## src/rtl/cpu_if_queue_pkg.sv

```systemverilog
// Shared types for the queued instruction-fetch stage.
package cpu_if_queue_pkg;

    typedef logic [31:0] Inst_t;
    typedef logic [31:0] InstAddr_t;

    localparam logic [31:0] IF_RESET_PC = 32'hbfc00000;

    typedef struct packed {
        logic iaddr_miss;
        logic iaddr_invalid;
        logic iaddr_illegal;
    } ExceptInfo_t;

    typedef struct packed {
        logic [31:0] phy_addr;
        logic        miss;
        logic        invalid;
        logic        illegal;
    } MMUResult_t;

    typedef struct packed {
        Inst_t       inst;
        InstAddr_t   pc;
        ExceptInfo_t except;
    } IFQEntry_t;

    typedef enum logic [1:0] {
        IF_IDLE,
        IF_WAIT,
        IF_DISCARD
    } IfState_t;

endpackage

```

## src/rtl/bus_if.sv

```systemverilog
// Simple single-beat memory bus; the master holds a request until stall drops.
interface Bus_if;
    logic [31:0] address;
    logic        read;
    logic        write;
    logic [3:0]  mask;
    logic [31:0] data_wr;
    logic [31:0] data_rd;
    logic        stall;

    modport master (output address, read, write, mask, data_wr, input data_rd, stall);
    modport slave  (input address, read, write, mask, data_wr, output data_rd, stall);
endinterface

```

## src/rtl/cpu_if_queue_inst_queue.sv

```systemverilog
// Circular instruction buffer with one push port and ISSUE_WIDTH read/pop ports.
module inst_queue
    import cpu_if_queue_pkg::*;
#(
    parameter int DEPTH       = 8,
    parameter int ISSUE_WIDTH = 2,
    localparam int PW  = $clog2(DEPTH),
    localparam int CW  = $clog2(DEPTH + 1),
    localparam int DNW = $clog2(ISSUE_WIDTH + 1)
) (
    input  logic                              clk,
    input  logic                              rst,
    input  logic                              flush,
    input  logic                              push,
    input  IFQEntry_t                         push_data,
    input  logic [DNW-1:0]                    deq_num,
    output logic [CW-1:0]                     count,
    output logic [ISSUE_WIDTH-1:0]            deq_valid,
    output IFQEntry_t [ISSUE_WIDTH-1:0]       deq_entry
);

    IFQEntry_t       mem_q [DEPTH];
    logic [PW-1:0]   head_q, head_d;
    logic [PW-1:0]   tail_q, tail_d;
    logic [CW-1:0]   count_q, count_d;
    logic [CW-1:0]   avail;

    // Pointer/count update; a flush discards both this cycle's push and pop.
    always_comb begin
        head_d  = head_q + PW'(deq_num);
        tail_d  = tail_q + PW'(push);
        count_d = count_q + CW'(push) - CW'(deq_num);
        if (flush) begin
            head_d  = '0;
            tail_d  = '0;
            count_d = '0;
        end
    end

    // Pointer and count registers.
    always_ff @(posedge clk) begin
        if (rst) begin
            head_q  <= '0;
            tail_q  <= '0;
            count_q <= '0;
        end else begin
            head_q  <= head_d;
            tail_q  <= tail_d;
            count_q <= count_d;
        end
    end

    // Entry storage; no reset needed since validity comes from count.
    always_ff @(posedge clk) begin
        if (push && !flush) mem_q[tail_q] <= push_data;
    end

    // Read ports straight from storage: no push-to-pop bypass.
    for (genvar i = 0; i < ISSUE_WIDTH; i++) begin : g_rd
        logic [PW-1:0] rd_idx;
        assign rd_idx       = head_q + PW'(i);
        assign deq_entry[i] = mem_q[rd_idx];
        assign deq_valid[i] = CW'(i) < count_q;
    end

    assign count = count_q;
    assign avail = (count_q < CW'(ISSUE_WIDTH)) ? count_q : CW'(ISSUE_WIDTH);

    deq_num_legal: assert property (@(posedge clk) disable iff (rst) CW'(deq_num) <= avail);

endmodule

```

## src/rtl/cpu_if_queue.sv

```systemverilog
// Queued IF stage: PC register, fetch FSM, MMU/bus glue feeding inst_queue.
module cpu_if_queue
    import cpu_if_queue_pkg::*;
#(
    parameter int          QUEUE_DEPTH = 8,
    parameter int          ISSUE_WIDTH = 2,
    parameter logic [31:0] RESET_PC    = IF_RESET_PC
) (
    input  logic                                   clk,
    input  logic                                   rst,
    input  logic                                   fetch_en,
    input  logic                                   redirect,
    input  InstAddr_t                              redirect_pc,
    output InstAddr_t                              mmu_inst_vaddr,
    input  MMUResult_t                             mmu_inst_result,
    Bus_if.master                                  inst_bus,
    output logic [ISSUE_WIDTH-1:0]                 deq_valid,
    output IFQEntry_t [ISSUE_WIDTH-1:0]            deq_entry,
    input  logic [$clog2(ISSUE_WIDTH+1)-1:0]       deq_num,
    output logic                                   queue_full
);

    localparam int CW = $clog2(QUEUE_DEPTH + 1);

    IfState_t    state_q, state_d;
    InstAddr_t   pc_q, pc_d;
    logic        halted_q, halted_d;
    logic [31:0] req_paddr_q, req_paddr_d;
    InstAddr_t   req_pc_q, req_pc_d;

    logic        push, flush, issue, exc, bus_read;
    logic [31:0] bus_addr;
    IFQEntry_t   push_data;
    ExceptInfo_t exc_info;
    logic [CW-1:0] count;

    assign exc_info.iaddr_miss    = mmu_inst_result.miss;
    assign exc_info.iaddr_invalid = mmu_inst_result.invalid;
    assign exc_info.iaddr_illegal = mmu_inst_result.illegal || (pc_q[1:0] != 2'b00);
    assign exc   = |exc_info;
    // Room is judged on the start-of-cycle count; a same-cycle pop does not help.
    assign issue = (state_q == IF_IDLE) && fetch_en && !halted_q && !redirect
                   && (count < CW'(QUEUE_DEPTH));

    // Fetch FSM next state, PC update, bus drive and queue push.
    always_comb begin
        state_d     = state_q;
        pc_d        = pc_q;
        halted_d    = halted_q;
        req_paddr_d = req_paddr_q;
        req_pc_d    = req_pc_q;
        push        = 1'b0;
        push_data   = '0;
        flush       = 1'b0;
        bus_read    = 1'b0;
        bus_addr    = mmu_inst_result.phy_addr;
        case (state_q)
            IF_IDLE: begin
                if (issue && exc) begin
                    // Faulting fetch never reaches the bus; park until a redirect.
                    push      = 1'b1;
                    push_data = '{inst: '0, pc: pc_q, except: exc_info};
                    halted_d  = 1'b1;
                end else if (issue) begin
                    bus_read = 1'b1;
                    if (!inst_bus.stall) begin
                        push      = 1'b1;
                        push_data = '{inst: inst_bus.data_rd, pc: pc_q, except: '0};
                        pc_d      = pc_q + 32'd4;
                    end else begin
                        req_paddr_d = mmu_inst_result.phy_addr;
                        req_pc_d    = pc_q;
                        state_d     = IF_WAIT;
                    end
                end
            end
            IF_WAIT: begin
                bus_read = 1'b1;
                bus_addr = req_paddr_q;
                if (!inst_bus.stall) begin
                    push      = 1'b1;
                    push_data = '{inst: inst_bus.data_rd, pc: req_pc_q, except: '0};
                    pc_d      = req_pc_q + 32'd4;
                    state_d   = IF_IDLE;
                end
            end
            IF_DISCARD: begin
                // Bus access cannot be aborted; let it finish and drop the word.
                bus_read = 1'b1;
                bus_addr = req_paddr_q;
                if (!inst_bus.stall) state_d = IF_IDLE;
            end
            default: state_d = IF_IDLE;
        endcase
        if (redirect) begin
            flush    = 1'b1;
            push     = 1'b0;
            pc_d     = redirect_pc;
            halted_d = 1'b0;
            if (state_q == IF_WAIT) state_d = inst_bus.stall ? IF_DISCARD : IF_IDLE;
        end
    end

    // FSM and PC registers.
    always_ff @(posedge clk) begin
        if (rst) begin
            state_q     <= IF_IDLE;
            pc_q        <= RESET_PC;
            halted_q    <= 1'b0;
            req_paddr_q <= '0;
            req_pc_q    <= '0;
        end else begin
            state_q     <= state_d;
            pc_q        <= pc_d;
            halted_q    <= halted_d;
            req_paddr_q <= req_paddr_d;
            req_pc_q    <= req_pc_d;
        end
    end

    assign mmu_inst_vaddr   = pc_q;
    assign inst_bus.read    = bus_read;
    assign inst_bus.address = bus_addr;
    assign inst_bus.mask    = bus_read ? 4'b1111 : 4'b0000;
    assign inst_bus.write   = 1'b0;
    assign inst_bus.data_wr = '0;
    assign queue_full       = count == CW'(QUEUE_DEPTH);

    inst_queue #(.DEPTH(QUEUE_DEPTH), .ISSUE_WIDTH(ISSUE_WIDTH)) u_queue (
        .clk       (clk),
        .rst       (rst),
        .flush     (flush),
        .push      (push),
        .push_data (push_data),
        .deq_num   (deq_num),
        .count     (count),
        .deq_valid (deq_valid),
        .deq_entry (deq_entry)
    );

endmodule

```

## src/flat_wrapper.sv

```systemverilog
// flat-port wrapper written by rule: the top's interface ports become plain ports
module cpu_if_queue_flat import cpu_if_queue_pkg::*;
#(
    parameter int          QUEUE_DEPTH = 8,
    parameter int          ISSUE_WIDTH = 2,
    parameter logic [31:0] RESET_PC    = IF_RESET_PC
)
  (clk, rst, fetch_en, redirect, redirect_pc, mmu_inst_vaddr, mmu_inst_result, deq_valid, deq_entry, deq_num, queue_full, inst_bus_address, inst_bus_read, inst_bus_write, inst_bus_mask, inst_bus_data_wr, inst_bus_data_rd, inst_bus_stall);
  Bus_if inst_bus_i ();
  input  logic clk;
  input  logic rst;
  input  logic fetch_en;
  input  logic redirect;
  input  InstAddr_t redirect_pc;
  output InstAddr_t mmu_inst_vaddr;
  input  MMUResult_t mmu_inst_result;
  output logic [ISSUE_WIDTH-1:0] deq_valid;
  output IFQEntry_t [ISSUE_WIDTH-1:0] deq_entry;
  input  logic [$clog2(ISSUE_WIDTH+1)-1:0] deq_num;
  output logic queue_full;
  output wire logic [$bits(inst_bus_i.address)-1:0] inst_bus_address;
  output wire logic [$bits(inst_bus_i.read)-1:0] inst_bus_read;
  output wire logic [$bits(inst_bus_i.write)-1:0] inst_bus_write;
  output wire logic [$bits(inst_bus_i.mask)-1:0] inst_bus_mask;
  output wire logic [$bits(inst_bus_i.data_wr)-1:0] inst_bus_data_wr;
  input wire logic [$bits(inst_bus_i.data_rd)-1:0] inst_bus_data_rd;
  input wire logic [$bits(inst_bus_i.stall)-1:0] inst_bus_stall;
  assign inst_bus_address = inst_bus_i.address;
  assign inst_bus_read = inst_bus_i.read;
  assign inst_bus_write = inst_bus_i.write;
  assign inst_bus_mask = inst_bus_i.mask;
  assign inst_bus_data_wr = inst_bus_i.data_wr;
  assign inst_bus_i.data_rd = inst_bus_data_rd;
  assign inst_bus_i.stall = inst_bus_stall;
  cpu_if_queue #(.QUEUE_DEPTH(QUEUE_DEPTH), .ISSUE_WIDTH(ISSUE_WIDTH), .RESET_PC(RESET_PC)) u_core (.clk(clk), .rst(rst), .fetch_en(fetch_en), .redirect(redirect), .redirect_pc(redirect_pc), .mmu_inst_vaddr(mmu_inst_vaddr), .mmu_inst_result(mmu_inst_result), .inst_bus(inst_bus_i), .deq_valid(deq_valid), .deq_entry(deq_entry), .deq_num(deq_num), .queue_full(queue_full));
endmodule
```

## config.mk

```make
export PLATFORM = sky130hd
export DESIGN_NAME = cpu_if_queue_flat
export DESIGN_NICKNAME = d
export VERILOG_FILES = /design/src/rtl/cpu_if_queue_pkg.sv /design/src/rtl/bus_if.sv /design/src/rtl/cpu_if_queue_inst_queue.sv /design/src/rtl/cpu_if_queue.sv /design/src/flat_wrapper.sv
export SDC_FILE = /design/constraint.sdc
export NUM_CORES = 1
export LEC_CHECK = 0
export BUFFER_PORTS_ARGS = -buffer_cell sky130_fd_sc_hd__buf_2
export CAP_MARGIN = 20
export CORE_ASPECT_RATIO = 0.5
export CORE_MARGIN = 5
export CORE_UTILIZATION = 59
export DETAILED_ROUTE_END_ITERATION = 10
export GPL_TIMING_DRIVEN = 0
export PLACE_DENSITY_LB_ADDON = 0.2
export SLEW_MARGIN = 20
export SYNTH_ARGS = -nofsm -noshare
export SYNTH_HDL_FRONTEND = slang
export SYNTH_SLANG_ARGS = --single-unit
```

## constraint.sdc

```tcl
create_clock -name clk -period 11.39 [get_ports clk]
set_input_delay 2.8475 -clock clk [delete_from_list [all_inputs] [get_ports clk]]
set_output_delay 2.8475 -clock clk [all_outputs]
set_load 0.02 [all_outputs]
```

After elaboration in Yosys (flattened, before gate mapping)
Memory sizes are Yosys's and may differ from the RTL's. A register that Yosys moved wholly into a read port is not among the register bits.
Index checks and enable logic that the tools add are counted.
{"block": "op_classes", "shift": 0, "add_sub_neg": 7, "bitwise": 1, "muxes": 33, "multipliers": 0, "n_div": 0, "magnitude_cmp": 3, "n_eq_ne": 7, "n_reduce_logical": 20}
{"op": "$mux 67", "count": 4}
{"op": "$mux 32", "count": 6}
{"op": "$pmux 67 s2", "count": 1}
{"op": "$add 32x3->32 const B", "count": 2}
{"op": "$pmux 32 s2", "count": 1}
{"op": "$mux 2", "count": 7}
{"op": "$mux 1", "count": 9}
{"op": "$ne 3x3->1 const B", "count": 3}
{"op": "$lt 1x4->1 const A", "count": 2}
{"op": "$logic_and 1x1->1", "count": 6}
{"op": "$reduce_or 2->1", "count": 3}
{"op": "$reduce_and 5->1", "count": 1}
{"op": "$add 4x1->4", "count": 1}
{"op": "$eq 4x4->1 const B", "count": 1}
{"op": "$lt 4x4->1 const B", "count": 1}
{"op": "$mux 4", "count": 1}
{"op": "$pmux 1 s2", "count": 2}
{"op": "$pmux 2 s2", "count": 1}
{"op": "$reduce_and 4->1", "count": 1}
{"op": "$sub 4x2->4", "count": 1}
{"op": "$add 3x1->3", "count": 1}
{"op": "$add 3x1->3 const B", "count": 1}
{"op": "$add 3x2->3", "count": 1}
{"op": "$logic_not 1->1", "count": 3}
{"op": "11 further kinds", "count": 11}
{"block": "word_totals", "rom_bits": 0, "input_bits": 106, "memories": 1, "wordCells": 80, "out_inout_bits": 239, "register_bits": 109, "latchBits": 0, "mem_bits_rw": 536}
{"memory": "u_core.u_queue.mem_q", "words": 8, "word_bits": 67, "read_ports": 2, "rd_ports_with_merged_regs": 1, "write_ports": 1, "line": "cpu_if_queue_inst_queue.sv:22", "text": "IFQEntry_t mem_q [DEPTH];"}

Depth between registers and ports, before layout
{"block": "logic_depth", "depth_word": 12, "ltp_mapped": 17, "ltp_nobuf": 14}

By module
From an unflattened synthesis, not the netlist that was laid out.
{"block": "hier_totals", "cells_unflattened": 1870, "hier_area_um2": 30860.8}
{"module": "inst_queue", "instances": 1, "cells_each": 1080, "seq_area_each_um2": 16295.6, "area_per_inst_um2": 24694.9}
{"module": "cpu_if_queue", "instances": 1, "cells_each": 790, "seq_area_each_um2": 1981.9, "area_per_inst_um2": 6165.9}

Worst setup path before layout
Ideal clock, no wire load.
{"block": "synth_timing", "kind": "input to register", "startpoint": "input port redirect", "endpoint": "memory u_core.u_queue.mem_q[0][0] (netlist name), enable pin", "path_buffers": 1, "setup_slack_ns": 2.244, "cell_stages": 7, "t_arrival_ns": 8.571, "setup_ns": 0.575, "cell_sequence": "buf_2 -> and4bb_4 -> and2_1 -> o21ai_0 -> a21oi_1 -> nand2b_1 -> nor3_1"}
{"block": "synth_via", "elab_chain_len": 10, "word_cells_on_any_way": 13}
{"item": "from (decl)", "line": "flat_wrapper.sv:13", "text": "input logic redirect;"}
{"item": "$logic_not 1->1", "line": "cpu_if_queue.sv:42", "text": "assign issue = (state_q == IF_IDLE) && fetch_en && !halted_q && !redirect"}
{"item": "$logic_and 1x1->1", "line": "cpu_if_queue.sv:42"}
{"item": "$logic_and 1x1->1", "line": "cpu_if_queue.sv:43", "text": "&& (count < CW'(QUEUE_DEPTH));"}
{"item": "$mux 1 or $logic_and 1x1->1 (tied branches)", "line": "cpu_if_queue.sv:64, cpu_if_queue.sv:59"}
{"item": "$mux 1", "line": "cpu_if_queue.sv:59", "text": "if (issue && exc) begin"}
{"item": "$pmux 1 s2", "line": "cpu_if_queue.sv:57", "text": "case (state_q)"}
{"item": "$mux 1", "line": "cpu_if_queue.sv:95", "text": "if (redirect) begin"}
{"item": "$logic_and 1x1->1 *", "line": "cpu_if_queue_inst_queue.sv:55", "text": "if (push && !flush) mem_q[tail_q] <= push_data;"}
{"item": "$mux 1 *", "line": "cpu_if_queue_inst_queue.sv:55"}
{"item": "$mux 1 (implied by the code) *", "line": "cpu_if_queue_inst_queue.sv:55"}
{"item": "to (decl)", "line": "cpu_if_queue_inst_queue.sv:22"}
Mark *: on every way between the ends. The rest lies on a longest branch, timed or not.

Worst setup path in the final report
{"block": "layout_timing", "startpoint": "input port mmu_inst_result[0] (netlist name)", "endpoint": "output port inst_bus_mask[2]"}
{"block": "layout_via", "elab_chain_len": 6}
{"item": "from (decl)", "line": "flat_wrapper.sv:16", "text": "input MMUResult_t mmu_inst_result;"}
{"item": "$logic_or 1x1->1", "line": "cpu_if_queue.sv:39", "text": "assign exc_info.iaddr_illegal = mmu_inst_result.illegal || (pc_q[1:0] != 2'b00);"}
{"item": "$reduce_or 3->1", "line": "cpu_if_queue.sv:40", "text": "assign exc = |exc_info;"}
{"item": "$logic_and 1x1->1", "line": "cpu_if_queue.sv:59"}
{"item": "$mux 1", "line": "cpu_if_queue.sv:59"}
{"item": "$pmux 1 s2", "line": "cpu_if_queue.sv:57"}
{"item": "$mux 4", "line": "cpu_if_queue.sv:124", "text": "assign inst_bus.mask = bus_read ? 4'b1111 : 4'b0000;"}
{"item": "to (decl)", "line": "flat_wrapper.sv:24", "text": "output wire logic [$bits(inst_bus_i.mask)-1:0] inst_bus_mask;"}
Every way passes these cells.

==> results.sh <==
export IMPL_finalCritPeriodShare_pct=64.7
export IMPL_r2r_slack_ns=7.30
export IMPL_holdBufCountCts=0
export IMPL_cts_reportedPaths_clkPinSlew_ns=0.06
export IMPL_synth_top_area_share_pct=52.4
export IMPL_initial_utilization_pct=59.4
export IMPL_finalClockSkew_ns=0.0294
export IMPL_synthArstFlopShare_pct=0
export IMPL_ys_flop_type="edfxtp_1"
export IMPL_wl_per_cell_um=27.2
export IMPL_hpwl_mm=57.3
export IMPL_grt_ovfl_total=0
export IMPL_grt_setup_unrepaired="false"
export IMPL_cp_max_fo=6
export IMPL_remaining_drc_errors=0
export IMPL_ys_top_cells_by_area="edfxtp_1 (52%), mux4_2 (20%), dfxtp_1 (7.1%), mux2_2 (6.3%), nand2_1 (1.8%)"
export IMPL_cp_start_kind="input pin"
export IMPL_clkSinkCount=645
export IMPL_vias=19500
export IMPL_post_place_ws_ns=4.06
export IMPL_maxCapViolCount=0
export IMPL_drive_gt1_share_pct=42.3
export IMPL_p_leak_nw=12.6
export IMPL_vias_per_cell=6.42
export IMPL_hold_path_endpoint="u_core.req_paddr_q[28]"
export IMPL_netlist_area_um2=30700
export IMPL_numCtsBuffers=56
export IMPL_place_gp_congestion=0.912
export IMPL_reg2reg_to="u_core.u_queue.mem_q[0][47]"
export IMPL_insertion_delay_ns=0.62
export IMPL_grt_antenna_before_repair=2
export IMPL_synth_warnings=0
export IMPL_place_area_um2=34100
export IMPL_grt_pass1_wl_mm=123
export IMPL_r2r_cells=13
export IMPL_timing_hold_violations_final=0
export IMPL_status="complete, no violations"
export IMPL_min_from="u_core.req_paddr_q[28]"
export IMPL_dieArea_um2=57000
export IMPL_syn_avg_cell_area_um2=16.6
export IMPL_ioPinCount=345
export IMPL_yosysMostFrequentCell="edfxtp_1"
export IMPL_synthDistinctLibCells=68
export IMPL_power_per_cell_area_nw_per_um2=140
export IMPL_grt_max_degree=20
export IMPL_rows=59
export IMPL_synth_top_cells_by_count="edfxtp_1 (536), mux4_2 (268), mux2_2 (172)"
export IMPL_die_h_um=171
export IMPL_cts_root_buf="clkbuf_16"
export IMPL_worst_slack_ns=4.03
export IMPL_htreeDepth=2
export IMPL_max_clock_path_buffers=3
export IMPL_setup_violations_final=0
export IMPL_final_nets=2414
export IMPL_hp_class="register to register"
export IMPL_maxSlewHeadroom_pct=29.4
export IMPL_synth_seq_cells=645
export IMPL_area_growth_pct=16.6
export IMPL_tightest_slew_ns=1.06
export IMPL_yosysSeqAreaShare_pct=59.5
export IMPL_min_period_ns=7.36
export IMPL_synth_enable_flop_cells=536
export IMPL_slew_viol_final=0
export IMPL_core_area_um2=51700
export IMPL_drt_initial_drc_count=2107
export IMPL_required_ns=8.54
export IMPL_port_buffers=309
export IMPL_fin_area_um2=35900
export IMPL_cp_arrival_ns=4.52
export IMPL_fp_dieW_um=333
export IMPL_postCtsSetupRepairBufs=0
export IMPL_routed_wl_mm=82.8
export IMPL_ant_nets=0
export IMPL_cts_resized=0
export IMPL_tritoncts="done"
export IMPL_dr_pass1_iters=5
export IMPL_max_freq_mhz=136
export IMPL_synth_cells=1849
export IMPL_holdPathStages=2
export IMPL_grtUsageTotal_pct=28.7
export IMPL_peakVddDrop_v=0.000128
export IMPL_critPathCaptureType="output pin"
export IMPL_r2r_start="u_core.state_q[1]"
export IMPL_first_global_vias=19800
export IMPL_path_class="input pin to output pin"
export IMPL_yosys_area_top_type="edfxtp_1"
export IMPL_fin_util_pct=69.3
export IMPL_fillers=3418
-- kinds of logic after synthesis --
kind of cell               count (synthesis)  share of synthesized area [%]
DFF                                      645                           59.5
muxes                                    464                           26.7
and+or+nand+nor                          309                           5.03
AOI/OAI and AO/OA                        193                           4.19
buffers and inverters                    193                           3.09
xor gates and xnor gates                  28                          0.798
adders and majority gates                 16                          0.700
other                                      1                         0.0122
-- per-layer routing --
| layer | vias up | share of wire [%] | GRT usage [%] |
|---|---|---|---|
| met5 | - | 0.0085 | 0 |
| met4 | 2 | 2.9 | 7.92 |
| met3 | 152 | 9.7 | 6.40 |
| met2 | 1117 | 49 | 48.1 |
| met1 | 9967 | 38 | 39.0 |
| li1 | 8294 | - | - |
-- cell usage in the layout, fill, tap and decap left out, types with 9 or more instances in the layout --
cell type | netlist | final
mux4_2 | 268 | 268
inv_1 | 22 | 22
conb_1 | 1 | 33
xnor2_1 | 12 | 12
nand4_1 | 10 | 10
o21ai_0 | 12 | 11
buf_16 | 0 | 16
buf_4 | 40 | 50
buf_2 | 46 | 355
nand3_1 | 24 | 24
a22o_1 | 31 | 31
nor2_1 | 33 | 27
buf_1 | 18 | 15
dfxtp_1 | 109 | 109
a221oi_1 | 11 | 11
and2_1 | 38 | 38
ha_1 | 14 | 14
mux2i_1 | 24 | 24
mux2_2 | 172 | 172
xor2_1 | 16 | 16
buf_6 | 1 | 12
o21ai_1 | 12 | 13
a21oi_1 | 82 | 82
nand2_1 | 150 | 150
clkbuf_1 | 64 | 79
clkinv_1 | 0 | 12
clkinv_2 | 0 | 11
nor3_1 | 11 | 9
clkbuf_16 | 0 | 58
edfxtp_1 | 536 | 536
-- where the power goes --
| part | total, mW | switching, mW | internal (mW) |
|---|---|---|---|
| registers | 2.59 | 0.0245 | 2.56 |
| clock network | 1.83 | 0.847 | 0.980 |
| logic | 0.622 | 0.360 | 0.262 |
-- metrics by stage --
| step | cells | hold slack [ns] | power [mW] | TNS [ns] |
|---|---|---|---|---|
| floorplan | 1881 | 0.433 | 3.05 | 0 |
| global placement | 2891 | 0.439 | 3.25 | -408.74 |
| detailed placement | 2934 | 0.447 | 3.26 | 0 |
| CTS | 3038 | 0.457 | 5.05 | 0 |
| global route | 3040 | 0.477 | 5.20 | 0 |
| finish | 3041 | 0.454 | 5.04 | 0 |
-- area by class of cell --
type	count	area (um^2)	area share [%]
plain buffers	170	868	2.42
inverters	23	86.3	0.241
clock buffers	73	1510	4.21
multi-input cells	1043	11700	32.6
repair buffers	353	2330	6.49
diodes	2	5.00	0.0140
well taps	701	877	2.45
flip-flops and latches	645	18300	51.0
clock inverters	31	220	0.614
-- how the worst max path moves through the flow --
| stage | depth (start not counted) | endpoint | from | slack [ns] |
|---|---|---|---|---|
| 2_1_floorplan | 7 | u_core.u_queue.mem_q[0][0] | redirect | 2.24 |
| 3_3_place_gp | 7 | u_core.u_queue.mem_q[1][45] | redirect | -3.14 |
| 3_5_place_dp | 6 | inst_bus_mask[2] | mmu_inst_result[0] | 4.06 |
| 4_1_cts | 6 | inst_bus_mask[2] | mmu_inst_result[0] | 4.05 |
| 5_1_grt | 6 | inst_bus_mask[2] | mmu_inst_result[0] | 3.91 |
| 6_report | 6 | inst_bus_mask[2] | mmu_inst_result[0] | 4.03 |
-- worst max-delay path: stages --
cell and delay, ns:
buf_2 0.09, nor3_1 0.57, nand4_4 0.27, a21oi_1 0.41, buf_4 0.18, buf_2 0.15
-- state kept, by name (all words and copies together), names as in the netlist --
signal	count
u_core.mmu_inst_vaddr	32
u_core.req_paddr_q	32
u_core.u_queue.count	4
u_core.halted_q	1
u_core.u_queue.head_q	3
u_core.state_q	2
u_core.u_queue.mem_q	536
u_core.u_queue.tail_q	3
u_core.req_pc_q	32
(Power assumes the default switching activity.)
